[config.mk]
export PLATFORM = sky130hd
export DESIGN_NAME = wb_move_seq
export DESIGN_NICKNAME = d
export VERILOG_FILES = /design/src/rtl/move_seq_pkg.sv /design/src/rtl/move_fifo.sv /design/src/rtl/wb_move_seq.sv
export SDC_FILE = /design/constraint.sdc
export NUM_CORES = 1
export LEC_CHECK = 0
export CAP_MARGIN = 20
export CORE_UTILIZATION = 42
export CTS_CLUSTER_DIAMETER = 80
export DETAILED_ROUTE_END_ITERATION = 10
export DONT_BUFFER_PORTS = 1
export PLACE_DENSITY_LB_ADDON = 0.2
export SYNTH_ARGS = -nofsm -noshare
export SYNTH_HDL_FRONTEND = slang
export SYNTH_HIERARCHICAL = 1
export SYNTH_SLANG_ARGS = --single-unit
[constraint.sdc]
create_clock -name clk -period 3.87 [get_ports clk]
set_input_delay 0.5805 -clock clk [delete_from_list [all_inputs] [get_ports clk]]
set_output_delay 0.5805 -clock clk [all_outputs]
set_load 0.005 [all_outputs]
[src/rtl/move_seq_pkg.sv]
// Shared constants for the servo move sequencer: register map, CMD field layout,
// STATUS/CTRL bit positions and the sequencer state encoding.
package move_seq_pkg;

    localparam logic [1:0] REG_CMD    = 2'd0;
    localparam logic [1:0] REG_STATUS = 2'd1;
    localparam logic [1:0] REG_CTRL   = 2'd2;
    localparam logic [1:0] REG_COUNT  = 2'd3;

    localparam int unsigned CMD_WIDTH_LSB = 0;
    localparam int unsigned CMD_WIDTH_W   = 16;
    localparam int unsigned CMD_DWELL_LSB = 16;
    localparam int unsigned CMD_CH_LSB    = 28;
    localparam int unsigned CMD_CH_W      = 3;

    localparam int unsigned ST_BUSY      = 0;
    localparam int unsigned ST_EMPTY     = 1;
    localparam int unsigned ST_FULL      = 2;
    localparam int unsigned ST_OVF       = 3;
    localparam int unsigned ST_DONE      = 4;
    localparam int unsigned ST_LEVEL_LSB = 8;

    localparam int unsigned CTRL_EN    = 0;
    localparam int unsigned CTRL_FLUSH = 1;
    localparam int unsigned CTRL_IE    = 2;

    typedef enum logic [1:0] {
        StIdle  = 2'd0,
        StLoad  = 2'd1,
        StDwell = 2'd2
    } seq_state_e;

endpackage

[src/rtl/move_fifo.sv]
// Synchronous command FIFO with level/full/empty flags and a synchronous clear.
// A push while full is ignored; a pop while empty is ignored.
module move_fifo #(
    parameter int unsigned DEPTH = 8,
    parameter int unsigned WIDTH = 31
) (
    input  logic                     clk,
    input  logic                     rst,
    input  logic                     clr_i,
    input  logic                     push_i,
    input  logic                     pop_i,
    input  logic [WIDTH-1:0]         data_i,
    output logic [WIDTH-1:0]         data_o,
    output logic [$clog2(DEPTH):0]   level_o,
    output logic                     full_o,
    output logic                     empty_o
);

    localparam int unsigned AW = $clog2(DEPTH);

    logic [WIDTH-1:0] mem_q [DEPTH];
    logic [AW-1:0]    wr_ptr_q, rd_ptr_q;
    logic [AW:0]      level_q;
    logic             do_push, do_pop;

    assign full_o  = (level_q == (AW + 1)'(DEPTH));
    assign empty_o = (level_q == '0);
    assign level_o = level_q;
    assign data_o  = mem_q[rd_ptr_q];

    // Full is judged on the pre-pop level, so a push into a full queue drops even with a pop.
    assign do_push = push_i & ~full_o & ~clr_i;
    assign do_pop  = pop_i & ~empty_o & ~clr_i;

    always_ff @(posedge clk or negedge rst) begin
        if (!rst) begin
            wr_ptr_q <= '0;
            rd_ptr_q <= '0;
            level_q  <= '0;
        end else if (clr_i) begin
            wr_ptr_q <= '0;
            rd_ptr_q <= '0;
            level_q  <= '0;
        end else begin
            if (do_push) begin
                wr_ptr_q <= wr_ptr_q + 1'b1;
            end
            if (do_pop) begin
                rd_ptr_q <= rd_ptr_q + 1'b1;
            end
            if (do_push && !do_pop) begin
                level_q <= level_q + 1'b1;
            end else if (!do_push && do_pop) begin
                level_q <= level_q - 1'b1;
            end
        end
    end

    always_ff @(posedge clk) begin
        if (do_push) begin
            mem_q[wr_ptr_q] <= data_i;
        end
    end

endmodule

[src/rtl/wb_move_seq.sv]
// Wishbone servo move sequencer: queues {ch, dwell, width} commands and plays them
// out on the PWM load port. Build option WB_MOVE_SEQ_IRQ_EN enables intr_o and CTRL.ie.
module wb_move_seq
    import move_seq_pkg::*;
#(
    parameter int unsigned CLK_FREQ   = 100000000,
    parameter int unsigned FIFO_DEPTH = 8,
    parameter int unsigned DWELL_W    = 12
) (
    input  logic        clk,
    input  logic        rst,
    input  logic [31:0] wb_adr_i,
    input  logic [31:0] wb_dat_i,
    output logic [31:0] wb_dat_o,
    input  logic        wb_we_i,
    input  logic        wb_cyc_i,
    input  logic        wb_stb_i,
    input  logic [3:0]  wb_sel_i,
    output logic        wb_ack_o,
    output logic [2:0]  pwm_ch_o,
    output logic [15:0] pwm_width_o,
    output logic        pwm_load_o,
    output logic        busy_o,
    output logic        intr_o
);

    localparam int unsigned LVL_W     = $clog2(FIFO_DEPTH) + 1;
    localparam int unsigned ENTRY_W   = CMD_CH_W + DWELL_W + CMD_WIDTH_W;
    localparam int unsigned PRESC_MAX = CLK_FREQ / 1000 - 1;

    // Bus request is captured on the request edge; side effects apply during the ack cycle.
    logic        ack_q, req_we_q;
    logic [1:0]  req_adr_q;
    logic [31:0] req_dat_q, dat_q, rdata;
    logic        wb_req;

    logic wr_cmd, wr_status, wr_ctrl, wr_count, flush;

    logic               fifo_push, fifo_pop, fifo_full, fifo_empty;
    logic [ENTRY_W-1:0] fifo_wdata, fifo_rdata;
    logic [LVL_W-1:0]   fifo_level;

    seq_state_e state_q, state_d;
    logic       start, dwell_done;

    logic [2:0]         pwm_ch_q;
    logic [15:0]        pwm_width_q;
    logic [DWELL_W-1:0] dwell_cnt_q;
    logic [31:0]        presc_q;
    logic [15:0]        count_q, count_d;
    logic               en_q, ovf_q, ovf_d, done_q, done_d, ie_bit;

    logic unused_bits;
    assign unused_bits = ^{wb_sel_i, wb_adr_i[31:4], wb_adr_i[1:0], req_dat_q};

    assign wb_req = wb_cyc_i & wb_stb_i & ~ack_q;

    always_ff @(posedge clk or negedge rst) begin
        if (!rst) begin
            ack_q     <= 1'b0;
            req_we_q  <= 1'b0;
            req_adr_q <= '0;
            req_dat_q <= '0;
            dat_q     <= '0;
        end else begin
            ack_q <= wb_req;
            dat_q <= (wb_req && !wb_we_i) ? rdata : '0;
            if (wb_req) begin
                req_we_q  <= wb_we_i;
                req_adr_q <= wb_adr_i[3:2];
                req_dat_q <= wb_dat_i;
            end
        end
    end

    assign wb_ack_o  = ack_q;
    assign wb_dat_o  = dat_q;
    assign wr_cmd    = ack_q & req_we_q & (req_adr_q == REG_CMD);
    assign wr_status = ack_q & req_we_q & (req_adr_q == REG_STATUS);
    assign wr_ctrl   = ack_q & req_we_q & (req_adr_q == REG_CTRL);
    assign wr_count  = ack_q & req_we_q & (req_adr_q == REG_COUNT);
    assign flush     = wr_ctrl & req_dat_q[CTRL_FLUSH];

    assign fifo_push  = wr_cmd;
    assign fifo_wdata = {req_dat_q[CMD_CH_LSB +: CMD_CH_W],
                         req_dat_q[CMD_DWELL_LSB +: DWELL_W],
                         req_dat_q[CMD_WIDTH_LSB +: CMD_WIDTH_W]};

    move_fifo #(
        .DEPTH (FIFO_DEPTH),
        .WIDTH (ENTRY_W)
    ) u_fifo (
        .clk     (clk),
        .rst     (rst),
        .clr_i   (flush),
        .push_i  (fifo_push),
        .pop_i   (fifo_pop),
        .data_i  (fifo_wdata),
        .data_o  (fifo_rdata),
        .level_o (fifo_level),
        .full_o  (fifo_full),
        .empty_o (fifo_empty)
    );

    assign start      = en_q & ~fifo_empty & ~flush;
    assign fifo_pop   = (state_q == StIdle) & start;
    assign dwell_done = (state_q == StDwell) & ~flush & (dwell_cnt_q == '0);

    always_ff @(posedge clk or negedge rst) begin
        if (!rst) begin
            state_q <= StIdle;
        end else begin
            state_q <= state_d;
        end
    end

    always_comb begin
        state_d = state_q;
        unique case (state_q)
            StIdle:  if (start) state_d = StLoad;
            StLoad:  state_d = flush ? StIdle : StDwell;
            StDwell: if (flush || dwell_done) state_d = StIdle;
            default: state_d = StIdle;
        endcase
    end

    always_comb begin
        busy_o     = (state_q != StIdle);
        pwm_load_o = (state_q == StLoad);
    end

    always_ff @(posedge clk or negedge rst) begin
        if (!rst) begin
            pwm_ch_q    <= '0;
            pwm_width_q <= '0;
            dwell_cnt_q <= '0;
            presc_q     <= '0;
        end else begin
            if (fifo_pop) begin
                pwm_ch_q    <= fifo_rdata[ENTRY_W-1 -: CMD_CH_W];
                pwm_width_q <= fifo_rdata[CMD_WIDTH_W-1:0];
                dwell_cnt_q <= fifo_rdata[CMD_WIDTH_W +: DWELL_W];
            end
            if (state_q == StLoad) begin
                presc_q <= '0;
            end else if (state_q == StDwell && !flush && !dwell_done) begin
                if (presc_q == PRESC_MAX) begin
                    presc_q     <= '0;
                    dwell_cnt_q <= dwell_cnt_q - 1'b1;
                end else begin
                    presc_q <= presc_q + 32'd1;
                end
            end
        end
    end

    assign pwm_ch_o    = pwm_ch_q;
    assign pwm_width_o = pwm_width_q;

    // Sticky sets take priority over a same-cycle write-1-to-clear.
    always_comb begin
        ovf_d = ovf_q;
        if (wr_status && req_dat_q[ST_OVF]) ovf_d = 1'b0;
        if (wr_cmd && fifo_full) ovf_d = 1'b1;

        done_d = done_q;
        if (wr_status && req_dat_q[ST_DONE]) done_d = 1'b0;
        if (dwell_done && fifo_empty) done_d = 1'b1;

        count_d = wr_count ? 16'd0 : count_q;
        if (dwell_done) count_d = count_d + 16'd1;
    end

    always_ff @(posedge clk or negedge rst) begin
        if (!rst) begin
            en_q    <= 1'b0;
            ovf_q   <= 1'b0;
            done_q  <= 1'b0;
            count_q <= '0;
        end else begin
            ovf_q   <= ovf_d;
            done_q  <= done_d;
            count_q <= count_d;
            if (wr_ctrl) begin
                en_q <= req_dat_q[CTRL_EN];
            end
        end
    end

`ifdef WB_MOVE_SEQ_IRQ_EN
    logic ie_q;

    always_ff @(posedge clk or negedge rst) begin
        if (!rst) begin
            ie_q <= 1'b0;
        end else if (wr_ctrl) begin
            ie_q <= req_dat_q[CTRL_IE];
        end
    end

    assign ie_bit = ie_q;
    assign intr_o = done_q & ie_q;
`else
    assign ie_bit = 1'b0;
    assign intr_o = 1'b0;
`endif

    always_comb begin
        rdata = '0;
        case (wb_adr_i[3:2])
            REG_STATUS: begin
                rdata[ST_BUSY]                  = busy_o;
                rdata[ST_EMPTY]                 = fifo_empty;
                rdata[ST_FULL]                  = fifo_full;
                rdata[ST_OVF]                   = ovf_q;
                rdata[ST_DONE]                  = done_q;
                rdata[ST_LEVEL_LSB +: LVL_W]    = fifo_level;
            end
            REG_CTRL: begin
                rdata[CTRL_EN] = en_q;
                rdata[CTRL_IE] = ie_bit;
            end
            REG_COUNT: rdata[15:0] = count_q;
            default:   rdata = '0;
        endcase
    end

endmodule

Word level (Yosys, flattened, before mapping):

Memory sizes are Yosys's and may differ from the RTL's.
Index checks and enable logic that the tools add are counted.

* memory bits (writable): 248
* register bits: 145
* input port bits: 73
* output and inout bits: 55
* word-level logic and storage cells: 119
* memories: 1

Memory list
* u_fifo.mem_q: words 8, bits a word 31, rd ports 1, clocked after memory_dff 0, wr ports 1, RTL line move_fifo.sv:21 `logic [WIDTH-1:0] mem_q [DEPTH];`

* multiplexer cells: 34
* reductions and logical operators: 27
* add/subtract/negate cells: 7
* eq/ne operators: 12
* bitwise operators: 21

Operators by type and width (number)
* 32-bit 2-to-1 mux: 3
* 12-bit 2-to-1 mux: 4
* 16-bit 2-to-1 mux: 3
* 32-bit by 1-bit adder with 32-bit output (second input constant): 1
* 32-bit by 17-bit == test with 1-bit output (second input constant): 1
* 1-bit AND: 17
* 16-bit by 1-bit adder with 16-bit output (second input constant): 1
* 4-bit 2-to-1 mux: 4
* 3-bit 2-to-1 mux: 5
* 12-bit zero test: 1
* 2-bit nonzero test: 6
* 12-bit by 1-bit subtractor with 12-bit output (second input constant): 1
* 2-bit == test (second input constant): 5
* 1-bit logical AND: 9
* 4-bit one-hot mux with 2 select lines: 1
* 3-bit by 1-bit adder with 3-bit output (second input constant): 2
* 2-bit by 1-bit == test with 1-bit output (second input constant): 3
* 1-bit 2-to-1 mux: 6
* 2-bit 2-to-1 mux: 3
* 2-bit one-hot mux with 3 select lines: 1
* 1-bit zero test: 5
* 4-bit by 1-bit adder with 4-bit output (second input constant): 1
* 4-bit == test (second input constant): 1
* 2-bit zero test: 2
* 11 further kinds: 15

Depth between registers and ports, before layout:

* depth after elaboration: 12
* gate-level depth with buffers: 15
* mapped depth without buffers: 13

By module:

The synthesis kept the hierarchy.

Modules (own cells, without submodules)
* move_fifo: times used 1, area an instance 10204.8 um^2, cells each 433, sequential area each 7697.4 um^2
* wb_move_seq: times used 1, area an instance 6466.2 um^2, cells each 707, sequential area each 3378.2 um^2

Least setup slack after synthesis:

No wires, ideal clock.

* path type: register to register
* start: register req_adr_q[0]
* end: register u_fifo.level_q[3], in the netlist u_fifo/level_o[3]
* path buffers: 2
* cell stages (with the launch flop): 16
* arrival: 3.719 ns
* required time: 3.745 ns
* library setup time: 0.125 ns
* clock period less this slack: 3.844 ns
* slack: 0.026 ns
* cells stage by stage: dfrtp_1 > nand4b_1 > nor2_1 > or4_1 > inv_1 > clkbuf_1 > buf_1 > o41ai_2 > or2_2 > ha_1 > inv_1 > ha_1 > a21oi_1 > a211oi_1 > a31oi_1 > mux2_2

* longest elaborated chain between the ends: 12
* elaborated cells between the ends (all ways): 19
* classes of those cells: eq/ne (1); mux (2); bitwise (10); reduce/logical (6)

RTL lines
* start: declaration: RTL line wb_move_seq.sv:33 `logic [1:0] req_adr_q;`
* start signal: assignment: RTL line wb_move_seq.sv:70 `req_adr_q <= wb_adr_i[3:2];`
* 2-bit == test (*): RTL line wb_move_seq.sv:80 `assign wr_ctrl = ack_q & req_we_q & (req_adr_q == REG_CTRL);`
* 1-bit AND (*): RTL line wb_move_seq.sv:80
* 1-bit AND (*): RTL line wb_move_seq.sv:82 `assign flush = wr_ctrl & req_dat_q[CTRL_FLUSH];`
* via flush: RTL line wb_move_seq.sv:37 `logic wr_cmd, wr_status, wr_ctrl, wr_count, flush;`
* 1-bit NOT (*): RTL line wb_move_seq.sv:105 `assign start = en_q & ~fifo_empty & ~flush;`
* 1-bit AND (*): RTL line wb_move_seq.sv:105
* 1-bit AND (*): RTL line wb_move_seq.sv:106 `assign fifo_pop = (state_q == StIdle) & start;`
* via fifo_pop: RTL line wb_move_seq.sv:39 `logic fifo_push, fifo_pop, fifo_full, fifo_empty;`
* 1-bit AND (*) (2 in a row): RTL line move_fifo.sv:33 `assign do_pop = pop_i & ~empty_o & ~clr_i;`
* 1-bit zero test: RTL line move_fifo.sv:51 `if (do_push && !do_pop) begin`
* 1-bit logical AND: RTL line move_fifo.sv:51
* 4-bit 2-to-1 mux: RTL line move_fifo.sv:51
* 4-bit 2-to-1 mux: RTL line move_fifo.sv:40 `end else if (clr_i) begin`
* end signal: assignment: RTL line move_fifo.sv:52 `level_q <= level_q + 1'b1;`
* end signal: assignment: RTL line move_fifo.sv:54 `level_q <= level_q - 1'b1;`
* end: declaration: RTL line move_fifo.sv:23 `logic [AW:0] level_q;`

The timed path passes the listed nets; every way through them passes the cells marked *.
A chain may end at the register's enable or synchronous reset.

Final worst setup path:

* start: register req_adr_q[0]
* end: register u_fifo.level_q[3], in the netlist u_fifo/level_o[3]

* longest elaborated chain between the ends: 12
* elaborated cells between the ends (all ways): 19
* classes of those cells: eq/ne (1); mux (2); bitwise (10); reduce/logical (6)

RTL lines (RTL line)
* 2-bit == test (*): wb_move_seq.sv:80
* 1-bit AND (*): wb_move_seq.sv:80
* 1-bit AND (*): wb_move_seq.sv:82
* via flush: wb_move_seq.sv:37
* 1-bit NOT: move_fifo.sv:32, move_fifo.sv:33, wb_move_seq.sv:105
* 1-bit AND: wb_move_seq.sv:105
* 1-bit AND: wb_move_seq.sv:106
* 1-bit AND (2 in a row): move_fifo.sv:33
* 1-bit zero test: move_fifo.sv:51
* 1-bit logical AND: move_fifo.sv:51
* 4-bit 2-to-1 mux: move_fifo.sv:51
* 4-bit 2-to-1 mux: move_fifo.sv:40

Marks and branches as above.

==> metrics.sh <==
DPL.CELL_COUNT=1629
CP_DATA_REQUIRED_TIME_NS=4.30
GLOBAL_ROUTE.USAGE.TOTAL_PCT=18.0
DR_TOTAL_VIAS=9301
P_INT_mW=8.29
WL_PER_CELL_UM=20.7
TRITONCTS='yes'
POST-SYNTH-TOP-COUNT-CELL='edfxtp_1'
P_LEAK_nW=7.02
CLK_PATH_BUF_DEPTH=3
NUMBER_OF_WARNING_MESSAGES_IN_THE_YOSYS_LOG=6
DIE_WIDTH_UM=201
PORTBUFFERS=0
TIMING.FINAL.CRIT_PERIOD_NS=3.33
VIAS_PER_CELL=5.44
ANT_NETS=0
SETUP_SKEW_NS=0.0182
GRT_MAX_DEGREE=146
TIMING.FINAL.HOLD_VIOLATIONS=0
LAYOUTNONFILLERINSTCOUNT=1709
INITIAL_CORE_UTIL_PCT=42.8
I_O_PIN_COUNT=128
NUMBER_OF_FLOPS_MAPPED_TO_ENABLE_CELLS_BY_YOSYS=248
FLOORPLAN.DIE_AREA_SQ_UM=40500
WORSTPATHMAXFANOUT=8
YOSYSTOPAREACELLSHARE_PCT=44.7
POST_ROUTE_SETUP_TNS_NS=0
DETAILED_PLACE_HPWL_UM=20500
CTS_MAX_LEVEL=2
PEAKVDDDROP_uV=315
TIMING_MAX_TRANSITION_VIOLATIONS_FINAL=0
MAX-SLEW-MARGIN-REL_PCT=35.0
MOST_FREQUENT_CELLS_AFTER_SYNTHESIS='248 x edfxtp_1, 194 x nand2_1, 145 x dfrtp_1, 66 x nor2_1, 62 x mux4_1'
ANTENNA_CELLS=0
MAX_CLOCK_FREQ_MHz=301
CHIPHEIGHT_UM=201
FINAL_CELL_AREA_SQ_UM=18700
WORST_EP_ARRIVAL_TIME_NS=3.76
POST_SYNTH_INST_COUNT=1140
DRT-INITIAL-DRC-COUNT=609
SWITCH_SHARE_PCT=27.6
CTS_RESIZED=0
ASYNCSETRESETFLOPFRACSYNTH_PCT=36.9
CTS_SINKS=393
AREA.GROWTH.SYNTH_TO_FINAL_PCT=12.4
FIRST_GLOBAL_VIAS=9560
SEQUENTIAL_AREA_SHARE_AFTER_SYNTHESIS_PCT=66.4
FINALCRITPERIODSHARE_PCT=85.9
COMB_POWER_SHARE_PCT=17.6
OVERFLOW=0
CTS_MADE_BUFFERS=43
CLOCK_GROUP_SHARE_OF_TOTAL_POWER_PCT=35.1
GP_ROUTABILITY_CONGESTION=0.829
COUNT_OF_MAX_CAP_CONSTRAINT_VIOLATIONS=0
SYNTHDISTINCTLIBCELLS=64
DETAILED_PLACE.AREA_SQ_UM=17300
P_SW_mW=3.16
FINISH.NET_COUNT=1239
SYNTH.TOP_CELLS.BY_AREA='edfxtp_1 45%, dfrtp_1 22%, mux4_1 9.8%, nand2_1 4.4%, mux2_2 2.4%'
DRIVE_GT1_SHARE_PCT=12.5
WORST_SKEW_PAIR.LATE_LATENCY_NS=0.56
REPORT.FINAL.SETUP_VIOL=0
REPORT.POWER.TOTAL_mW=11.5
LEADING_AREA_CONTRIBUTOR_AFTER_SYNTHESIS='edfxtp_1'
WORST_SETUP_PATH_END_KIND='flip-flop'
CLOCK_TREE.ROOT_CELL='clkbuf_16'
MIN-DELAY-PATH-CLASS='input pin to asynchronous set/reset pin'
DETAIL_ROUTE.FIRST_PASS.ITERATIONS=4
RESULT_OF_THE_RUN='finished clean'
SEQ_POWER_SHARE_PCT=47.3
SYN-CELL-AREA_SQ_UM=16700
GRT_ANTENNA_BEFORE_REPAIR=0
POST_CTS.REPAIR.SETUP_BUFFERS=0
TIGHTESTPINTRANSITION_NS=0.971
WORST_SETUP_HOLD_PATH_CLK_SLEW_NS=0.06
CORE_ROWS=72
DRCVIOLATIONCOUNT=0
N_FILL_CELL=3365
CELL_PWR_DENSITY_nW_PER_UM2=611
GRT_SETUP_UNREPAIRED='no'
GRT_FIRST_PASS_WIRELENGTH_UM=56000
DESIGN.CORE.AREA_SQ_UM=38900
YS.FLOP_TYPE='edfxtp_1'
SYN_AREA_CELL_SQ_UM=14.6
TOTALWIRELENGTH_UM=35400
SYNTH-SEQ-CELLS=393
START_KIND='flip-flop'
SETUP.WORST_PATH.CLASS='flip-flop to flip-flop'
==> path summary, 6_finish.rpt <==
| kind | from | to | slack [ns] | cells past startpoint |
|---|---|---|---|---|
| max in group asynchronous | rst | u_fifo/rd_ptr_q[1] | 3.24 | 1 |
| worst min register to register | pwm_width_o[2] | pwm_width_o[2] | 0.50 | 2 |
| worst min-delay path | rst | presc_q[18] | 0.009 | 1 |
| min in group clk | wb_we_i | wb_dat_o[0] | 0.09 | 1 |
| worst max register to register | req_adr_q[0] | u_fifo/level_o[3] | 0.54 | 13 |
| worst max-delay path | req_adr_q[0] | u_fifo/level_o[3] | 0.54 | 13 |
==> power by group through the flow <==
stage | logic [mW] | registers, mW | clock network (mW)
floorplan | 1.75 | 5.21 | 0
global placement | 1.96 | 5.49 | 0
detailed placement | 2.00 | 5.51 | 0
CTS | 2.05 | 5.43 | 4.13
global route | 2.23 | 5.50 | 4.28
finish | 2.01 | 5.42 | 4.02
==> state kept, by name, summed over array words and instances, names as in the netlist, 3 cells and up <==
register and count:
u_fifo/level_o 4, presc_q 32, dwell_cnt_q 12, u_fifo/mem_q 248, pwm_width_o 16, u_fifo/wr_ptr_q 3
wb_dat_o 16, req_dat_q 31, pwm_ch_o 3, u_fifo/rd_ptr_q 3, count_q 16
==> placed cells by master (no fill, tap or decap), types with 5 or more instances in the layout <==
master | synthesis | routed
clkinv_1 | 1 | 11
buf_12 | 0 | 6
or4_1 | 17 | 17
nand2_1 | 194 | 194
xnor2_1 | 16 | 16
clkbuf_16 | 0 | 45
a21oi_1 | 32 | 32
nor4_1 | 14 | 14
edfxtp_1 | 248 | 248
clkinv_2 | 0 | 5
mux2i_1 | 15 | 15
nand4_1 | 13 | 13
inv_1 | 25 | 25
or2_2 | 6 | 6
nand3_1 | 26 | 26
mux2_2 | 35 | 35
xor2_1 | 7 | 7
dfrtp_1 | 145 | 143
ha_1 | 8 | 8
nor2_1 | 66 | 60
a211oi_1 | 6 | 6
and3_1 | 9 | 9
or3_1 | 10 | 10
a31oi_1 | 6 | 6
o22ai_1 | 5 | 5
mux4_1 | 62 | 62
nor2_4 | 0 | 6
o21ai_0 | 12 | 12
o31ai_1 | 16 | 16
conb_1 | 1 | 17
and4_1 | 7 | 7
clkbuf_1 | 30 | 10
nor3_1 | 22 | 20
buf_4 | 17 | 19
==> area by class of cell <==
class                           count  area, sq um  share of cell area (%)
Clock inverter                     20          168                   0.895
Timing Repair Buffer               26          290                    1.55
Sequential cell                   393        11100                    59.2
Multi-Input combinational cell    667         5230                    27.9
Clock buffer                       59         1220                    6.51
Tap cell                          518          648                    3.46
Inverter                           26         97.6                   0.521
==> metal layers <==
layer / part of all wire, % / routed length, um / global-route usage [%]
met1: 47 / 16600 / 25.2
met2: 47 / 16500 / 28.9
met3: 4.1 / 1450 / 3.01
met4: 2.3 / 824 / 5.90
met5: 0 / 0 / 0
==> logic make-up after synthesis <==
family | share of synthesized area, %
muxes | 13.2
adders and majority gates | 0.721
DFF | 66.4
buffers and inverters | 2.98
other | 0.0225
AOI/OAI and AO/OA | 3.69
xor gates and xnor gates | 1.21
and+or+nand+nor | 11.7
==> metrics by stage <==
stage | utilization [%] | hold WS (ns) | worst slack, ns
3_5_place_dp | 44.5 | 0.293 | 0.579
2_1_floorplan | - | 0.285 | 0.0261
3_3_place_gp | 44.5 | 0.293 | 0.580
5_1_grt | 48.1 | 0.0839 | 0.266
6_report | 48.1 | 0.00933 | 0.545
4_1_cts | 48.1 | 0.0634 | 0.538
==> worst max-delay path, stage by stage (launching register included) <==
cell	delay, ns
dfrtp_1	0.45
nand4b_1	0.21
nor2_1	0.07
or4_1	0.50
inv_1	0.11
o41ai_2	0.12
or2_2	0.30
ha_1	0.22
inv_1	0.10
ha_1	0.27
a21oi_1	0.21
a211oi_1	0.10
a31oi_1	0.18
mux2_2	0.35
==> repair_timing <==
action,4_1_cts,5_1_grt
endpoints found under the setup margin,0,0
hold buffers,1,0
hold endpoints to repair,145,0
Power figures use the tool's default switching activity.
